### config.mk
export PLATFORM = sky130hd
export DESIGN_NAME = pc_fetch_gen
export DESIGN_NICKNAME = d
export VERILOG_FILES = /design/src/rtl/pc_pkg.sv /design/src/rtl/pc_redirect_arb.sv /design/src/rtl/pc_fetch_gen.sv
export SDC_FILE = /design/constraint.sdc
export NUM_CORES = 1
export LEC_CHECK = 0
export ABC_AREA = 1
export ABC_CLOCK_PERIOD_IN_PS = 3950
export CORE_AREA = 2 2 118 120
export CTS_CLUSTER_DIAMETER = 150
export DETAILED_ROUTE_END_ITERATION = 12
export DIE_AREA = 0 0 120 122
export PLACE_DENSITY = 0.85
export REMOVE_ABC_BUFFERS = 1
export SYNTH_ARGS = -nofsm -noshare
export SYNTH_HDL_FRONTEND = slang
export SYNTH_SLANG_ARGS = --single-unit
### constraint.sdc
create_clock -name clk_in -period 3.95 [get_ports clk_in]
set_input_delay 0.5925 -clock clk_in [delete_from_list [all_inputs] [get_ports clk_in]]
set_output_delay 0.5925 -clock clk_in [all_outputs]
set_load 0.01 [all_outputs]
### src/rtl/pc_pkg.sv
// Shared types for the fetch PC generator: FSM states, redirect priority
// encoding and default sizing.
package pc_pkg;

  typedef enum logic [1:0] {
    BOOT  = 2'd0,
    FETCH = 2'd1,
    WAIT  = 2'd2
  } fetch_state_t;

  // Numeric order is the priority order, so a plain >= compares priority.
  typedef enum logic [1:0] {
    PRIO_NONE   = 2'd0,
    PRIO_BRANCH = 2'd1,
    PRIO_RET    = 2'd2,
    PRIO_TRAP   = 2'd3
  } redir_prio_t;

  localparam int XLEN_DEFAULT    = 32;
  localparam int PC_STEP_DEFAULT = 4;

endpackage

### src/rtl/pc_redirect_arb.sv
// Combinational redirect arbiter: picks trap > trap-return > branch, forms the
// aligned target and rejects misaligned branch targets.
module pc_redirect_arb
  import pc_pkg::*;
#(
  parameter int XLEN   = XLEN_DEFAULT,
  parameter int IALIGN = 32
) (
  input  logic              trap_taken,
  input  logic [XLEN-1:0]   trap_address,
  input  logic              trap_return,
  input  logic [XLEN-1:0]   epc,
  input  logic              branch_taken,
  input  logic [XLEN-2:0]   iaddr,
  output logic              redir_valid,
  output redir_prio_t       redir_prio,
  output logic [XLEN-1:0]   redir_target,
  output logic              misaligned,
  output logic [XLEN-1:0]   branch_target
);

  // Clears the address bits below the instruction alignment.
  localparam logic [XLEN-1:0] ALIGN_MASK = ~(XLEN'((IALIGN / 8) - 1));

  always_comb begin
    redir_valid   = 1'b0;
    redir_prio    = PRIO_NONE;
    redir_target  = '0;
    misaligned    = 1'b0;
    branch_target = {iaddr, 1'b0};
    if (trap_taken) begin
      redir_valid  = 1'b1;
      redir_prio   = PRIO_TRAP;
      redir_target = trap_address & ALIGN_MASK;
    end else if (trap_return) begin
      redir_valid  = 1'b1;
      redir_prio   = PRIO_RET;
      redir_target = epc & ALIGN_MASK;
    end else if (branch_taken) begin
      if (IALIGN == 32 && branch_target[1]) begin
        misaligned = 1'b1;
      end else begin
        redir_valid  = 1'b1;
        redir_prio   = PRIO_BRANCH;
        redir_target = branch_target;
      end
    end
  end

endmodule

### src/rtl/pc_fetch_gen.sv
// Registered program-counter generator: boot sequencing, fetch handshake,
// redirect buffering while a request is stalled by the instruction memory.
module pc_fetch_gen
  import pc_pkg::*;
#(
  parameter int              XLEN         = XLEN_DEFAULT,
  parameter logic [XLEN-1:0] RESET_VECTOR = '0,
  parameter int              IALIGN       = 32,
  parameter int              PC_STEP      = PC_STEP_DEFAULT
) (
  input  logic            clk_in,
  input  logic            rst_n_in,
  input  logic            stall_in,
  input  logic            trap_taken_in,
  input  logic [XLEN-1:0] trap_address_in,
  input  logic            trap_return_in,
  input  logic [XLEN-1:0] epc_in,
  input  logic            branch_taken_in,
  input  logic [XLEN-2:0] iaddr_in,
  input  logic            i_ready_in,
  output logic            i_req_out,
  output logic [XLEN-1:0] i_addr_out,
  output logic [XLEN-1:0] pc_out,
  output logic [XLEN-1:0] pc_plus_step_out,
  output logic            misaligned_instr_out,
  output logic [XLEN-1:0] misaligned_addr_out
);

  fetch_state_t    state_q, state_d;
  logic [XLEN-1:0] pc_q, pc_d;
  logic            pending_q;
  redir_prio_t     pending_prio_q;
  logic [XLEN-1:0] pending_addr_q;
  logic            mis_q;
  logic [XLEN-1:0] mis_addr_q;

  logic            redir_valid;
  redir_prio_t     redir_prio;
  logic [XLEN-1:0] redir_target;
  logic            misaligned;
  logic [XLEN-1:0] branch_target;
  logic            accept;

  pc_redirect_arb #(
    .XLEN   (XLEN),
    .IALIGN (IALIGN)
  ) u_arb (
    .trap_taken    (trap_taken_in),
    .trap_address  (trap_address_in),
    .trap_return   (trap_return_in),
    .epc           (epc_in),
    .branch_taken  (branch_taken_in),
    .iaddr         (iaddr_in),
    .redir_valid   (redir_valid),
    .redir_prio    (redir_prio),
    .redir_target  (redir_target),
    .misaligned    (misaligned),
    .branch_target (branch_target)
  );

  always_ff @(posedge clk_in or negedge rst_n_in) begin
    if (!rst_n_in) state_q <= BOOT;
    else           state_q <= state_d;
  end

  // The WAIT request stays up even under stall so the address cannot change.
  always_comb begin
    state_d   = state_q;
    i_req_out = 1'b0;
    case (state_q)
      BOOT:  state_d = FETCH;
      FETCH: begin
        i_req_out = !stall_in;
        if (!stall_in && !i_ready_in) state_d = WAIT;
      end
      WAIT: begin
        i_req_out = 1'b1;
        if (i_ready_in) state_d = FETCH;
      end
      default: state_d = BOOT;
    endcase
  end

  assign accept           = i_req_out & i_ready_in;
  assign pc_plus_step_out = pc_q + XLEN'(PC_STEP);
  assign pc_out           = pc_q;
  assign i_addr_out       = pc_q;

  always_comb begin
    pc_d = pc_q;
    if (accept) begin
      if (pending_q)        pc_d = pending_addr_q;
      else if (redir_valid) pc_d = redir_target;
      else                  pc_d = pc_plus_step_out;
    end else if (state_q != WAIT && redir_valid) begin
      pc_d = redir_target;
    end
  end

  always_ff @(posedge clk_in or negedge rst_n_in) begin
    if (!rst_n_in) begin
      pc_q           <= RESET_VECTOR;
      pending_q      <= 1'b0;
      pending_prio_q <= PRIO_NONE;
      pending_addr_q <= '0;
      mis_q          <= 1'b0;
      mis_addr_q     <= '0;
    end else begin
      pc_q  <= pc_d;
      mis_q <= misaligned;
      if (misaligned) mis_addr_q <= branch_target;
      if (accept) begin
        pending_q      <= 1'b0;
        pending_prio_q <= PRIO_NONE;
      end else if (state_q == WAIT && redir_valid &&
                   (!pending_q || redir_prio >= pending_prio_q)) begin
        pending_q      <= 1'b1;
        pending_prio_q <= redir_prio;
        pending_addr_q <= redir_target;
      end
    end
  end

  assign misaligned_instr_out = mis_q;
  assign misaligned_addr_out  = mis_addr_q;

endmodule

==> flow_summary.toml <==
[clock_tree]
post_cts_buffers = 0
cts_resized = 0
cts_inserted_buffers = 9
cts_tree = "done"
cts.sinks = 97
cts-root-buf = "clkbuf_16"
hold_buffers = 0
cts.clk_slew.worst_paths_ns = 0.07
cts_max_path_buffers = 2
clock_latency_ns = 0.34
cts_max_level = 3

[worst_setup_path]
cp-start-kind = "flip-flop"
r2r_slack_ns = 1.35
endpoint_kind = "output pin"
path_class = "flip-flop to output pin"
worstPathMaxFanout = 5
required_ns = 3.36
r2r_end = "pending_addr_q[19]"
r2r-start = "pending_q"
crit_arrival_ns = 2.45
reg2reg_depth = 9

[global_route]
grt_pass1_vias = 6747
grt_overflow = 0
met3_usage = 0.0524
grt_first_pass_wirelength_um = 33200
gr-usage-all-layers = 0.284
globalRouteMet1Util = 0.384
antenna_found_initial = 0
top_usage_layer = "met2"
grt_max_degree = 53
use_met2 = 0.450

[synthesis]
synth_compound_area_frac = 0.182
synth_fa_ha_area_frac = 0.0135
avgSynthCellArea_um2 = 6.77
synth-seq-cells = 97
yosysWarnings = 0
synthXorXnorAreaFrac = 0.0119
synth_mux_area_frac = 0
synth_area_mm2 = 0.00651
synth_cell_type_count = 33
synth_top_family_by_area = "simple AND/OR/NAND/NOR gates"
syn-instance-count = 962
synth-simple-area-share = 0.293
ys_seq_area_frac = 0.373

[pwr]
seq_power_share = 0.311
pwr-share-clk = 0.148
p_leak_nw = 4.09
p_comb_frac = 0.541
power-per-cell-area_mw_per_mm2 = 675
peakVddDrop_mv = 0.293
p_int_mw = 3.42
switching_power_mw = 2.56
swShare = 0.427

[timing]
tightest_slew_ns = 0.812
fmax_mhz = 328
drv_slew = 0
whs_ns = 0.205
relSlewSlack = 0.459
skew_ns = 0.00946
rsz0062_at_grt = "false"
fin_crit_ns = 3.05
fin_ws_ns = 0.903
min_period_over_period = 0.771
finalSetupViolCount = 0
tns_ns = 0
hold_viol = 0

[die]
fp.coreArea_mm2 = 0.0135
std_cell_rows = 43
pin_count = 232
initial_core_util = 0.482
die_y_um = 122
die_area_mm2 = 0.0146
die_w_um = 120

[drt]
viasPerCell = 5.38
first_pass_iters = 5
drt_iter0_drc = 609
antenna_left = 0
num_vias = 7063
wl_per_cell_um = 15.6
drc = 0
finalWirelength_um = 20500

[placed_design]
place.detailed.hpwl_um = 15200
gp_congestion = 0.928
portBuffers = 220
place_worst_setup_slack_ns = 0.740

[final_layout]
fillers = 1140
drive_gt1_frac = 0.0556
nNetsFinal = 1238
area_growth_pct = 36.0
diodes = 0

[worst_hold_path]
hold_class = "input pin to async pin"

[flow_run]
cap_violations = 0

[status]
status = "completed"
layer usage:
layer | routed length, µm | share of wire
met5 | 0 | 0
met4 | 709 | 0.035
met3 | 1890 | 0.092
met2 | 9490 | 0.46
met1 | 8450 | 0.41
per-stage QoR:
| stage | instance area (µm²) | instances | util | power (mW) |
|---|---|---|---|---|
| floorplan | 6040 | 887 | - | 3.30 |
| CTS | 8860 | 1314 | 0.656 | 5.95 |
| detailed placement | 8560 | 1298 | 0.634 | 5.06 |
| global route | 8860 | 1314 | 0.656 | 6.40 |
| finish | 8860 | 1314 | 0.656 | 5.98 |
| global placement | 8560 | 1298 | 0.634 | 4.96 |
area by class of cell:
class,instances,area (µm²),share of cell area
clock buffer,15,288,0.0325
clock inverter,1,7.51,0.000848
inverter,87,328,0.0370
multi-input combinational,703,3290,0.371
sequential,97,2430,0.274
tap,180,225,0.0254
timing repair buffer,231,2290,0.259
kinds of logic (layout without fill, tap and decap cells):
logic type | after synthesis | in the layout
compound gates | 224 | 224
xor+xnor | 8 | 8
fa+ha+maj | 7 | 7
buf+inv | 168 | 334
flops | 97 | 97
other cells | 1 | 7
simple gates | 457 | 457
cell usage after synthesis:
master,count,area share
clkinv_2,1,0.00077
nand2_1,344,0.20
buf_4,38,0.044
conb_1,1,0.00058
clkbuf_1,27,0.016
dfrtp_1,97,0.37
xor2_1,6,0.0081
nand2_2,8,0.0077
or2_2,3,0.0029
nor2_1,41,0.024
inv_2,8,0.0046
xor2_2,1,0.0025
xnor2_1,1,0.0013
nand3b_1,6,0.0069
nand2_4,1,0.0017
nor3_1,4,0.0031
nand3_1,26,0.020
clkbuf_2,1,0.00077
and2_1,8,0.0077
nor2_2,5,0.0048
o21ai_0,117,0.090
nor2_4,7,0.012
a21boi_2,1,0.0017
nand3_2,1,0.0015
inv_1,78,0.045
a21oi_1,60,0.046
nand4_1,3,0.0029
buf_2,11,0.0085
buf_6,4,0.0069
o21ai_1,23,0.018
ha_1,7,0.013
o21ai_2,1,0.0013
o211ai_1,22,0.025
cells in the final DEF, fill, tap and decap left out, types with 6 or more instances in the layout:
master / n
nor2_1: 41
and2_1: 8
nand2_2: 8
o211ai_1: 22
conb_1: 7
o21ai_0: 117
xor2_1: 6
nand3_1: 26
nor2_4: 7
nand3b_1: 6
buf_4: 11
inv_2: 8
nand2_1: 344
inv_1: 78
clkdlybuf4s50_1: 219
o21ai_1: 23
clkbuf_16: 9
a21oi_1: 60
ha_1: 7
dfrtp_1: 97
power by group through the flow:
stage                     logic, mW  clock network [mW]  registers, mW
after CTS                      3.22               0.883           1.85
final                          3.24               0.883           1.86
after floorplan                1.38                   0           1.92
after detailed placement       3.20                   0           1.86
after global routing           3.55               0.934           1.92
after global placement         3.11                   0           1.85
flip-flops by register name (all words and copies together) (netlist names):
register              count
misaligned_addr_out      31
i_addr_out               30
pending_addr_q           30
pending_prio_q            2
state_q                   2
misaligned_instr_out      1
pending_q                 1
worst max-delay path by stage:
stage	slack, ns	depth (start not counted)	start	endpoint
finish	0.90	7	i_addr_out[3]	pc_plus_step_out[16]
global route	0.72	7	i_addr_out[3]	pc_plus_step_out[16]
CTS	0.92	7	i_addr_out[3]	pc_plus_step_out[16]
detailed placement	0.74	13	trap_return_in	pending_addr_q[9]
global placement	0.78	13	trap_return_in	pending_addr_q[9]
floorplan	1.48	6	trap_taken_in	misaligned_addr_out[10]
critical path: stages (launching register included):
cell	delay (ns)
dfrtp_1	0.43
ha_1	0.24
nand2_1	0.08
nor2_2	0.16
nand2_1	0.12
nor2_2	0.21
xor2_1	0.28
clkdlybuf4s50_1	0.60
Note: power is estimated with default switching activity, not from simulation.
